**config.mk**
```make
export PLATFORM = sky130hd
export DESIGN_NAME = dds_ftw_sweep_generator
export DESIGN_NICKNAME = d
export VERILOG_FILES = /design/src/rtl/dds_sweep_pkg.sv /design/src/rtl/sweep_dwell_counter.sv /design/src/rtl/dds_ftw_sweep_generator.sv
export SDC_FILE = /design/constraint.sdc
export NUM_CORES = 1
export LEC_CHECK = 0
export BUFFER_PORTS_ARGS = -buffer_cell sky130_fd_sc_hd__buf_2
export CAP_MARGIN = 5
export CELL_PAD_IN_SITES_DETAIL_PLACEMENT = 1
export CELL_PAD_IN_SITES_GLOBAL_PLACEMENT = 1
export CORE_UTILIZATION = 25
export CTS_BUF_LIST = sky130_fd_sc_hd__clkbuf_8
export DETAILED_ROUTE_END_ITERATION = 7
export GPL_ROUTABILITY_DRIVEN = 0
export PLACE_DENSITY = 0.63
export SYNTH_ARGS = -nofsm -noshare
export SYNTH_HDL_FRONTEND = slang
export SYNTH_SLANG_ARGS = --single-unit
```
**constraint.sdc**
```tcl
create_clock -name clock -period 4.75 [get_ports clock]
set_input_delay 0.95 -clock clock [delete_from_list [all_inputs] [get_ports clock]]
set_output_delay 0.95 -clock clock [all_outputs]
set_load 0.02 [all_outputs]
```
**src/rtl/dds_sweep_pkg.sv**
```systemverilog
// Shared types and constants for the DDS tuning-word sweep generator.
// Holds the sweep state encoding, the mode codes and the default widths.
package dds_sweep_pkg;

  localparam int unsigned ACC_W_DEF   = 32;
  localparam int unsigned DWELL_W_DEF = 16;

  typedef enum logic [1:0] {
    ST_IDLE = 2'd0,
    ST_UP   = 2'd1,
    ST_DOWN = 2'd2
  } state_e;

  localparam logic [1:0] MODE_SINGLE = 2'd0;
  localparam logic [1:0] MODE_SAW    = 2'd1;
  localparam logic [1:0] MODE_TRI    = 2'd2;

endpackage

```
**src/rtl/sweep_dwell_counter.sv**
```systemverilog
// Loadable down-counter that sets how long each tuning word is held.
// A load takes priority over a decrement; zero_o flags an expired dwell.
module sweep_dwell_counter
  import dds_sweep_pkg::*;
#(
  parameter int unsigned g_dwellWidth = DWELL_W_DEF
) (
  input  logic                    clock,
  input  logic                    reset,
  input  logic                    load_i,
  input  logic                    en_i,
  input  logic [g_dwellWidth-1:0] val_i,
  output logic                    zero_o
);

  logic [g_dwellWidth-1:0] cnt_q;
  logic [g_dwellWidth-1:0] cnt_d;

  always_comb begin
    cnt_d = cnt_q;
    if (load_i) begin
      cnt_d = val_i;
    end else if (en_i && (cnt_q != '0)) begin
      cnt_d = cnt_q - 1'b1;
    end
  end

  always_ff @(posedge clock) begin
    if (reset) begin
      cnt_q <= '0;
    end else begin
      cnt_q <= cnt_d;
    end
  end

  assign zero_o = (cnt_q == '0);

endmodule

```
**src/rtl/dds_ftw_sweep_generator.sv**
```systemverilog
// Linear FTW sweep feeding the DDS phase accumulator input.
// Single, sawtooth and triangle sweeps with endpoint clamping.
module dds_ftw_sweep_generator
  import dds_sweep_pkg::*;
#(
  parameter int unsigned g_accWidth   = ACC_W_DEF,
  parameter int unsigned g_dwellWidth = DWELL_W_DEF
) (
  input  logic                    clock,
  input  logic                    reset,
  input  logic                    io_start,
  input  logic                    io_abort,
  input  logic [g_accWidth-1:0]   io_startFtw,
  input  logic [g_accWidth-1:0]   io_stopFtw,
  input  logic [g_accWidth-1:0]   io_stepFtw,
  input  logic [g_dwellWidth-1:0] io_dwell,
  input  logic [1:0]              io_mode,
  output logic [g_accWidth-1:0]   io_ftw,
  output logic                    io_busy,
  output logic                    io_done
);

  typedef logic [g_accWidth-1:0] ftw_t;

  state_e                  state_q, state_d;
  ftw_t                    ftw_q, ftw_d;
  ftw_t                    lo_q, lo_d;
  ftw_t                    hi_q, hi_d;
  ftw_t                    step_q, step_d;
  logic [g_dwellWidth-1:0] dwell_q, dwell_d;
  logic [1:0]              mode_q, mode_d;
  logic                    busy_q, busy_d;
  logic                    done_q, done_d;
  logic                    cnt_load, cnt_en, cnt_zero;
  logic [g_dwellWidth-1:0] cnt_val;

  // Carry-out of the wide sum counts as overshoot and clamps to hi.
  function automatic ftw_t up_val(input ftw_t f, input ftw_t s,
                                  input ftw_t hi);
    logic [g_accWidth:0] sum;
    sum = {1'b0, f} + {1'b0, s};
    if (sum >= {1'b0, hi}) return hi;
    return sum[g_accWidth-1:0];
  endfunction

  function automatic ftw_t dn_val(input ftw_t f, input ftw_t s,
                                  input ftw_t lo);
    logic [g_accWidth:0] diff;
    diff = {1'b0, f} - {1'b0, s};
    if (diff[g_accWidth] || (diff[g_accWidth-1:0] <= lo)) return lo;
    return diff[g_accWidth-1:0];
  endfunction

  assign cnt_val = (state_q == ST_IDLE) ? io_dwell : dwell_q;

  sweep_dwell_counter #(
    .g_dwellWidth(g_dwellWidth)
  ) u_dwell (
    .clock (clock),
    .reset (reset),
    .load_i(cnt_load),
    .en_i  (cnt_en),
    .val_i (cnt_val),
    .zero_o(cnt_zero)
  );

  always_comb begin
    state_d  = state_q;
    ftw_d    = ftw_q;
    lo_d     = lo_q;
    hi_d     = hi_q;
    step_d   = step_q;
    dwell_d  = dwell_q;
    mode_d   = mode_q;
    busy_d   = busy_q;
    done_d   = 1'b0;
    cnt_load = 1'b0;
    cnt_en   = 1'b0;
    if (io_abort) begin
      state_d = ST_IDLE;
      busy_d  = 1'b0;
    end else begin
      unique case (state_q)
        ST_IDLE: begin
          if (io_start) begin
            lo_d    = io_startFtw;
            hi_d    = io_stopFtw;
            step_d  = io_stepFtw;
            dwell_d = io_dwell;
            mode_d  = io_mode;
            ftw_d   = io_startFtw;
            if ((io_stepFtw == '0) || (io_stopFtw <= io_startFtw)) begin
              done_d = 1'b1;
            end else begin
              state_d  = ST_UP;
              busy_d   = 1'b1;
              cnt_load = 1'b1;
            end
          end
        end
        ST_UP: begin
          if (!cnt_zero) begin
            cnt_en = 1'b1;
          end else begin
            cnt_load = 1'b1;
            if (ftw_q == hi_q) begin
              unique case (1'b1)
                (mode_q == MODE_SAW): ftw_d = lo_q;
                (mode_q == MODE_TRI): begin
                  state_d = ST_DOWN;
                  ftw_d   = dn_val(ftw_q, step_q, lo_q);
                end
                default: begin
                  state_d = ST_IDLE;
                  busy_d  = 1'b0;
                  done_d  = 1'b1;
                end
              endcase
            end else begin
              ftw_d = up_val(ftw_q, step_q, hi_q);
            end
          end
        end
        ST_DOWN: begin
          if (!cnt_zero) begin
            cnt_en = 1'b1;
          end else begin
            cnt_load = 1'b1;
            if (ftw_q == lo_q) begin
              state_d = ST_UP;
              ftw_d   = up_val(ftw_q, step_q, hi_q);
            end else begin
              ftw_d = dn_val(ftw_q, step_q, lo_q);
            end
          end
        end
        default: state_d = ST_IDLE;
      endcase
    end
  end

  always_ff @(posedge clock) begin
    if (reset) begin
      state_q <= ST_IDLE;
      ftw_q   <= '0;
      lo_q    <= '0;
      hi_q    <= '0;
      step_q  <= '0;
      dwell_q <= '0;
      mode_q  <= MODE_SINGLE;
      busy_q  <= 1'b0;
      done_q  <= 1'b0;
    end else begin
      state_q <= state_d;
      ftw_q   <= ftw_d;
      lo_q    <= lo_d;
      hi_q    <= hi_d;
      step_q  <= step_d;
      dwell_q <= dwell_d;
      mode_q  <= mode_d;
      busy_q  <= busy_d;
      done_q  <= done_d;
    end
  end

  assign io_ftw  = ftw_q;
  assign io_busy = busy_q;
  assign io_done = done_q;

endmodule
```
Word level (Yosys, flattened, before mapping)

Index checks and enable logic that the tools add are counted.

Register bits: 166
Bits in latches: 0
RAM bits: 0
Memory bits (read-only): 0
Bits of input ports: 118
Output and inout bits: 34
Logic and storage cells: 112
Memories: 0

$add $sub $neg: 3
Multipliers: 0
Div/mod/pow operators: 0
Magnitude comparators: 3
Equality and inequality tests: 15
Shift operators: 0
Muxes and demuxes: 63
Bitwise logic cells: 1
Reductions and logical operators: 17

Operators with widths:

| cell                    | number |
|---|---|
| $mux W32                | 11 |
| $pmux W32 S3            | 1 |
| $eq A32 B32 Y1          | 2 |
| $le A32 B32 Y1          | 2 |
| $pmux W32 S2            | 1 |
| $mux W16                | 3 |
| $mux W1                 | 36 |
| $add A32 B32 Y33        | 1 |
| $ge A33 B32 Y1          | 1 |
| $sub A32 B32 Y33        | 1 |
| $logic_not A32 Y1       | 1 |
| $logic_not A16 Y1       | 1 |
| $ne A2 B2 Y1 const B    | 8 |
| $reduce_bool A16 Y1     | 1 |
| $sub A16 B1 Y16 const B | 1 |
| $mux W2                 | 6 |
| $reduce_and A6 Y1       | 2 |
| $reduce_and A7 Y1       | 1 |
| $pmux W1 S2             | 3 |
| $pmux W2 S3             | 1 |
| $reduce_or A2 Y1        | 3 |
| $eq A2 B1 Y1 const B    | 2 |
| $eq A2 B2 Y1 const B    | 2 |
| $ne A4 B4 Y1 const B    | 1 |
| other kinds (8)         | 10 |

Logic depth before layout (Yosys ltp)

Gate-level depths: netlist (run 1).

Depth in word-level cells: 14
Mapped depth: 25
Mapped depth without buffers: 22

Cells and area by module

Synthesis (run 1) repeated with hierarchy kept, for this count alone.

Cells, all modules: 2062
Area, all modules: 15553.7 µm²

Modules (own cells, without submodules):

| module                  | instances | cells each | area each (µm²) | sequential area each (µm²) |
|---|---|---|---|---|
| dds_ftw_sweep_generator | 1         | 1932       | 14410.1         | 3002.9 |
| sweep_dwell_counter     | 1         | 130        | 1143.6          | 320.3 |

Worst setup path before layout (run 1)

Ideal clock, no wire load.

Path kind: flip-flop to flip-flop
From: reg ftw_q[0] (netlist: io_ftw[0])
To: reg ftw_q[13] (netlist: io_ftw[13])
Setup time: 0.121 ns
Arrival: 5.231 ns
Required time: 4.629 ns
Setup slack: -0.602 ns
Stages on the path, launching flop included: 23
Cell sequence: dfxtp_1 -> inv_1 -> ha_1 -> fa_1 -> nand2b_1 -> a21oi_1 -> o31a_1 -> a211oi_1 -> o21bai_1 -> a21oi_1 -> o311ai_0 -> xnor2_1 -> ha_1 -> nand4_1 -> nor4_1 -> nand2_1 -> o2111a_1 -> or2_2 -> nor2_2 -> buf_6 -> mux2_1 -> a221oi_1 -> o21ai_1

Longest elaborated chain between the ends: 14
Elaborated cells on any way between the ends: 38
Classes of those cells: add/sub: 2; order compare: 2; eq/ne: 3; mux: 29; reduce/logical: 2

RTL lines:

| what                     | line                           | text |
|---|---|---|
| start: declaration       | dds_ftw_sweep_generator.sv:26  | `ftw_t ftw_q, ftw_d;` |
| start signal: assignment | dds_ftw_sweep_generator.sv:155 | `ftw_q <= ftw_d;` |
| $sub A32 B32 Y33         | dds_ftw_sweep_generator.sv:49  | `diff = {1'b0, f} - {1'b0, s};` |
| $le A32 B32 Y1           | dds_ftw_sweep_generator.sv:50  | `if (diff[g_accWidth] \|\| (diff[g_accWidth-1:0] <= lo)) return lo;` |
| $logic_or A1 B1 Y1       | dds_ftw_sweep_generator.sv:50  |  |
| $mux W1                  | dds_ftw_sweep_generator.sv:50  |  |
| $mux W1                  | dds_ftw_sweep_generator.sv:107 | `unique case (1'b1)` |
| $mux W1                  | dds_ftw_sweep_generator.sv:106 | `if (ftw_q == hi_q) begin` |
| $mux W1                  | dds_ftw_sweep_generator.sv:102 | `if (!cnt_zero) begin` |
| $mux W1                  | dds_ftw_sweep_generator.sv:83  | `unique case (state_q)` |
| $mux W1                  | dds_ftw_sweep_generator.sv:79  | `if (io_abort) begin` |
| $mux W32                 | dds_ftw_sweep_generator.sv:51  | `return diff[g_accWidth-1:0];` |
| $pmux W32 S2             | dds_ftw_sweep_generator.sv:107 |  |
| $mux W32                 | dds_ftw_sweep_generator.sv:106 |  |
| $mux W32                 | dds_ftw_sweep_generator.sv:102 |  |
| $pmux W32 S3             | dds_ftw_sweep_generator.sv:83  |  |

Several ways; a longest one is shown, not always the timed one. The select of a mux whose other input is x is not followed.
A chain may end at the register's enable or synchronous reset.

Worst setup path in the final report (run 1)

From: reg step_q[0]
To: reg ftw_q[6] (netlist: io_ftw[6])

Longest elaborated chain between the ends: 14
Elaborated cells on any way between the ends: 34
Classes of those cells: add/sub: 2; order compare: 2; mux: 29; reduce/logical: 1

RTL lines:

| what                     | line                           | text |
|---|---|---|
| start: declaration       | dds_ftw_sweep_generator.sv:29  | `ftw_t step_q, step_d;` |
| start signal: assignment | dds_ftw_sweep_generator.sv:158 | `step_q <= step_d;` |
| $sub A32 B32 Y33         | dds_ftw_sweep_generator.sv:49  |  |
| $le A32 B32 Y1           | dds_ftw_sweep_generator.sv:50  |  |
| $logic_or A1 B1 Y1       | dds_ftw_sweep_generator.sv:50  |  |
| $mux W1                  | dds_ftw_sweep_generator.sv:50  |  |
| $mux W1                  | dds_ftw_sweep_generator.sv:107 |  |
| $mux W1                  | dds_ftw_sweep_generator.sv:106 |  |
| $mux W1                  | dds_ftw_sweep_generator.sv:102 |  |
| $mux W1                  | dds_ftw_sweep_generator.sv:83  |  |
| $mux W1                  | dds_ftw_sweep_generator.sv:79  |  |
| $mux W32                 | dds_ftw_sweep_generator.sv:51  |  |
| $pmux W32 S2             | dds_ftw_sweep_generator.sv:107 |  |
| $mux W32                 | dds_ftw_sweep_generator.sv:106 |  |
| $mux W32                 | dds_ftw_sweep_generator.sv:102 |  |
| $pmux W32 S3 (*)         | dds_ftw_sweep_generator.sv:83  |  |

Mark *: on every way between the ends. The rest lies on a longest branch, timed or not. The select of a mux whose other input is x is not followed.

==> results_dict.tcl, run 1 <==
set metrics [dict create \
    status "finished, violations left" \
    violations "setup timing" \
    die_w_um 246.6 \
    n_fill_cell 7228 \
    start_kind "flip-flop" \
    cts_buffers 17 \
    relSlewSlack 0.1860 \
    irDropWorstVdd_mv 0.2575 \
    vias 17220 \
    htree_levels 4 \
    hold_ws_ns 0.4620 \
    instances_no_fill 3262 \
    pre_cts_slack_ns -1.096 \
    combPwrFrac 0.601 \
    yosysTopAreaCell "dfxtp_1" \
    synthTopCellsByArea "dfxtp_1, ha_1, a21oi_1, nand2_1, xnor2_1" \
    yosysMostFrequentCell "nand2_1" \
    layout_setup_ws_ns -0.8305 \
    min_period_ns 5.581 \
    p_int_mw 3.744 \
    clkPwrFrac 0.164 \
    hold_violations 0 \
    swShare 0.4422 \
    drt_iter0_drc 1284 \
    numPortBuffers 151 \
    area_delta_synth_final_pct 37.77 \
    max_freq_mhz 179.2 \
    wl_per_cell_um 22.65 \
    dieHeight_um 246.6 \
    synth_enable_flop_cells 0 \
    coreArea_um2 59020 \
    clock_sinks 166 \
    rsz0062_at_grt "true" \
    detail_route.first_pass.iterations 5 \
    cp.required_ns 5.21 \
    ys_warn_count 0 \
    cpMaxStageDelayCell "or4_4" \
    ys.flop_type "dfxtp_1" \
    wl_um 73880 \
    ys_async_sr_fraction 0 \
    power_per_cell_area_nw_per_um2 325.6 \
    grt_usage 0.2399 \
    die_area_um2 60820 \
    fin_tns_setup_ns -21.50 \
    cellLeakagePower_nw 9.128 \
    path_buf_inv 1 \
    hp-class "reg2reg" \
    setup_viol 32 \
    switchingPower_mw 2.967 \
    seq_area_frac_synth 0.2221 \
    worstMarginPinSlew_ns 1.217 \
    layout_worst_path_cycle_share 1.175 \
    p_total_mw 6.711 \
    cap_violations 0 \
    avgSynthCellArea_um2 7.439 \
    yosysUniqueCellTypes 91 \
    layout-drive-gt1-share 0.3045 \
    postRouteAntennaNets 0 \
    ctsLongestPathBuffers 2 \
    grt_pass1_wl_um 109200 \
    dpl_cell_area_um2 19200 \
    cp_top_family "compound AO/OA/AOI/OAI gates" \
    final_area_um2 20610 \
    grt_max_degree 122 \
    dp.final_hpwl_um 58080 \
    antenna_found_initial 9 \
    drv_slew 0 \
    final_nets 2760 \
    drt-vias-per-instance 5.279 \
    seqPwrFrac 0.235 \
    ioPinCount 152 \
    syn_nets 2298 \
    synth_commonest_cells "nand2_1, a21oi_1, inv_1, ha_1, dfxtp_1" \
    cts_tree "done" \
    finalClockSkew_ns 0.02730 \
    placed_cells 3188 \
    start_util 0.2535 \
    rows 89 \
    worstSkewPairLatency_ns 0.60 \
    path_class "reg2reg" \
    syn_inst 2011 \
    cts_hold_buffers 0 \
    worstPathCellList "ha_4 -> fa_2 -> nor2b_4 -> o311ai_4 -> a31oi_4 -> o211ai_1 -> a311oi_2 -> or4_4 -> a21oi_4 -> xnor2_2 -> ha_1 -> o21a_1 -> o21ai_2 -> nand2b_1 -> a31oi_1 -> a2111o_2 -> nor2_4 -> buf_12 -> mux2_2 -> a21oi_1 -> o221ai_1 -> a32o_2" \
    synth_top_area_frac 0.2221 \
    cts_root_buf "clkbuf_8" \
    grt_pass1_vias 17910 \
    cp_slowest_stage_delay_ns 0.47 \
    synth_area_um2 14960 \
    grt_overflow 0 \
    cp-end-kind "flip-flop" \
    clk_pin_slew_worst_paths_ns 0.10 \
    drcViolationCount 0 \
    cp_max_fo 6 \
    worst_ep_arrival_time_ns 6.04 \
    yosys_register_bits 166 \
    utilization 0.3492 \
]
## per-layer routing
metal,wire (um),vias to the layer above,GRT usage
li1,-,8063,-
met1,32460,8341,0.3072
met5,58,-,0
met4,3843,10,0.1247
met3,4557,177,0.04466
met2,32960,628,0.3807
## worst reg2reg max path, cell delays in order (launching register included)
cell	delay, ns
dfxtp_4	0.37
ha_4	0.16
fa_2	0.37
nor2b_4	0.15
o311ai_4	0.37
a31oi_4	0.16
o211ai_1	0.36
a311oi_2	0.19
or4_4	0.47
a21oi_4	0.19
xnor2_2	0.10
ha_1	0.35
o21a_1	0.14
o21ai_2	0.16
nand2b_1	0.13
a31oi_1	0.04
a2111o_2	0.46
nor2_4	0.19
buf_12	0.16
mux2_2	0.33
a21oi_1	0.18
o221ai_1	0.14
a32o_2	0.27
## cell type report
class                   count  area [um2]  share of cell area
diodes                      3       7.507           0.0003642
clock inverters            14       127.6            0.006192
multi-input cells        1561       11280              0.5473
clock buffers              18       247.7             0.01202
flip-flops and latches    166        3358              0.1629
inverters                 178       668.1             0.03242
repair buffers            549        3954              0.1918
well taps                 773       967.2             0.04693
## power by group through the flow
stage | sequential, mW | clock (mW) | combinational [mW]
floorplan | 1.62 | 0 | 1.79
global placement | 1.60 | 0 | 3.29
detailed placement | 1.60 | 0 | 3.38
CTS | 1.57 | 1.14 | 3.74
global route | 1.58 | 1.18 | 4.25
finish | 1.58 | 1.10 | 4.03
## cells in the final DEF, fill, tap and decap left out, drive strengths merged, types with 10 or more instances in the layout
cell	count
inv	184
clkbuf	19
a221oi	16
mux2i	45
o221ai	12
a32o	11
xor2	48
o21a	16
a21oi	270
xnor2	84
nand3	27
nor4	32
dfxtp	166
a211oi	40
nand2	311
ha	167
nor2b	10
mux2	18
o211ai	13
a21o	17
o21ai	82
buf	548
nand2b	15
nor2	111
o31ai	16
nor3	40
a31oi	10
nand4	36
## registers in the layout, summed over array words and instances (netlist names)
register,flops
hi_q,32
io_ftw,32
lo_q,32
step_q,32
dwell_q,16
u_dwell.cnt_q,16
mode_q,2
state_q,2
io_busy,1
io_done,1
## kinds of logic after synthesis
family,Yosys count,synth area share
buffers and inverters,284,0.07627
XOR/XNOR,132,0.07728
AO/OA/AOI/OAI,586,0.2531
AND/OR/NAND/NOR,611,0.1847
multiplexers,63,0.04416
adder cells (fa/ha/maj),169,0.1423
flip-flops,166,0.2221
## timing repair
item / 4_1_cts / 5_1_grt
setup buffers: 26 / 14
gates resized for setup: 72 / 79
endpoints found under the setup margin: 32 / 32
hold endpoints to repair: 0 / 0
pin swaps: 34 / 35
gates cloned: 2 / 1
## final timing paths
kind	start	to	slack (ns)	cells after the start
worst max-delay path	step_q[0]	io_ftw[6]	-0.83	22
worst min-delay path	dwell_q[12]	dwell_q[12]	0.46	2
worst max register to register	step_q[0]	io_ftw[6]	-0.83	22
worst min register to register	dwell_q[12]	dwell_q[12]	0.46	2
(Power assumes the default switching activity.)
==> run 2: changes to the inputs <==
--- a/config.mk
+++ b/config.mk
@@ -13,7 +13,7 @@
 export CTS_BUF_LIST = sky130_fd_sc_hd__clkbuf_8
 export DETAILED_ROUTE_END_ITERATION = 7
 export GPL_ROUTABILITY_DRIVEN = 0
-export PLACE_DENSITY = 0.63
+export PLACE_DENSITY = 0.61
 export SYNTH_ARGS = -nofsm -noshare
 export SYNTH_HDL_FRONTEND = slang
 export SYNTH_SLANG_ARGS = --single-unit
==> constraint.sdc (replaced) <==
create_clock -name clock -period 5.26 [get_ports clock]
set_input_delay 1.052 -clock clock [delete_from_list [all_inputs] [get_ports clock]]
set_output_delay 1.052 -clock clock [all_outputs]
set_load 0.02 [all_outputs]
==> results_dict.tcl, run 2 (same netlist as run 1, synthesis figures left out) <==
set metrics [dict create \
    status "finished, violations left" \
    violations "setup timing" \
    cellLeakagePower_nw 8.572 \
    grt_overflow 0 \
    regArea_um2 3331 \
    drt-vias-per-instance 5.284 \
    dieHeight_um 246.6 \
    numPortBuffers 151 \
    grt_pass1_vias 17320 \
    cap_violations 0 \
    path_buf_inv 4 \
    worstMarginPinSlew_ns 1.196 \
    n_fill_cell 7317 \
    cpMaxStageDelayCell "or4_4" \
    clk_pin_slew_worst_paths_ns 0.10 \
    power_per_cell_area_nw_per_um2 300.9 \
    die_area_um2 60820 \
    rows 89 \
    busiest_layer "met2" \
    cp-end-kind "flip-flop" \
    mostFrequentLayoutCell "nand2_1" \
    vias 16690 \
    die_w_um 246.6 \
    antenna_found_initial 8 \
    layout-drive-gt1-share 0.2675 \
    layout_worst_path_cycle_share 1.054 \
    finalClockSkew_ns 0.01707 \
    worst_ep_arrival_time_ns 6.02 \
    max_freq_mhz 180.4 \
    grt_max_degree 61 \
    irDropWorstVdd_mv 0.2240 \
    cts_root_buf "clkbuf_8" \
    ctsLongestPathBuffers 2 \
    final_area_um2 19720 \
    drt_iter0_drc 1112 \
    cp_max_fo 6 \
    dpl_cell_area_um2 18240 \
    wl_um 72380 \
    multi_input_area_um2 11180 \
    use_met1 0.3117 \
    ioPinCount 152 \
    final_nets 2655 \
    p_total_mw 5.936 \
    coreArea_um2 59020 \
    postRouteAntennaNets 0 \
    r2r_setup_slack_ns -0.28 \
    grt_util_met3 0.04118 \
    final_cell_mix "nand2_1, buf_4, a21oi_1" \
    htree_levels 4 \
    cp.required_ns 5.74 \
    detail_route.first_pass.iterations 5 \
    drcViolationCount 0 \
    layout_setup_ws_ns -0.2828 \
    grt_usage 0.2347 \
    met2_usage 0.3736 \
    rsz0062_at_grt "true" \
    cp_top_family "compound AO/OA/AOI/OAI gates" \
    drv_slew 0 \
    area_delta_synth_final_pct 31.84 \
    clock_sinks 166 \
    worstSkewPairLatency_ns 0.58 \
    cts_tree "done" \
    hold_violations 0 \
    cp_slowest_stage_delay_ns 0.52 \
    start_kind "flip-flop" \
    fin_tns_setup_ns -4.892 \
    cts_buffers 17 \
    min_period_ns 5.543 \
    relSlewSlack 0.2025 \
    wl_per_cell_um 22.92 \
    placed_cells 3087 \
    dp.final_hpwl_um 57570 \
    path_class "reg2reg" \
    grt_pass1_wl_um 106900 \
    hp-class "reg2reg" \
    instances_no_fill 3158 \
    start_util 0.2535 \
    setup_viol 32 \
]
[run 2: cell count changes in the layout (fill, tap and decap cells not counted), moves of 5 or more]
| cell | delta |
|---|---|
| a21oi_1 | -5 |
| a21oi_2 | +6 |
| buf_12 | -5 |
| buf_4 | -107 |
| buf_6 | +6 |
| dfxtp_1 | +14 |
| dfxtp_2 | -10 |
| nand2_1 | -7 |
| nand2_2 | +6 |
[run 2: report_power, final]
part / switching (mW) / internal [mW] / leakage, nW
clock: 0.580 / 0.512 / 0.222
sequential: 0.0936 / 1.33 / 1.36
combinational: 1.91 / 1.51 / 6.99
total: 2.58 / 3.35 / 8.57
[run 2: cell type report]
class / instances / share of cell area
Inverter: 178 / 0.03387
Antenna cell: 4 / 0.0005075
Timing Repair Buffer: 444 / 0.1596
Tap cell: 773 / 0.04904
Multi-Input combinational cell: 1561 / 0.5668
Sequential cell: 166 / 0.1689
Clock buffer: 17 / 0.01186
Clock inverter: 15 / 0.009452
[run 2: worst min-delay path, stage by stage (launching register included)]
cell     delay [ns]
dfxtp_1        0.32
nand2_1        0.05
a21oi_1        0.05
[run 2: metal layers]
metal  routed length, um  up-vias
met4                2550        8
met1               32970     8168
li1                    -     7848
met5                  43        -
met2               32550      538
met3                4269      126
[run 2: what timing repair did]
item / 4_1_cts / 5_1_grt
gates resized for setup: 108 / 81
endpoints found under the setup margin: 32 / 32
gates cloned: 4 / 1
pin swaps: 63 / 63
setup buffers: 18 / 15
hold buffers: 0 / 0
[run 2: path summary, 6_finish.rpt]
kind | cells past startpoint | start | end
max | 25 | io_ftw[0] | io_ftw[11]
min reg2reg | 2 | dwell_q[9] | dwell_q[9]
max reg2reg | 25 | io_ftw[0] | io_ftw[11]
min | 2 | dwell_q[9] | dwell_q[9]
[run 2: per-stage QoR]
step / util / hold slack (ns) / setup WS (ns)
6_report: 0.3342 / 0.4589 / -0.2828
5_1_grt: 0.3341 / 0.4789 / -0.3979
4_1_cts: 0.3270 / 0.4604 / -0.3772
3_5_place_dp: 0.3091 / 0.4474 / -0.9633
3_3_place_gp: 0.3091 / 0.4410 / -0.7349
2_1_floorplan: - / 0.4338 / 0.02731
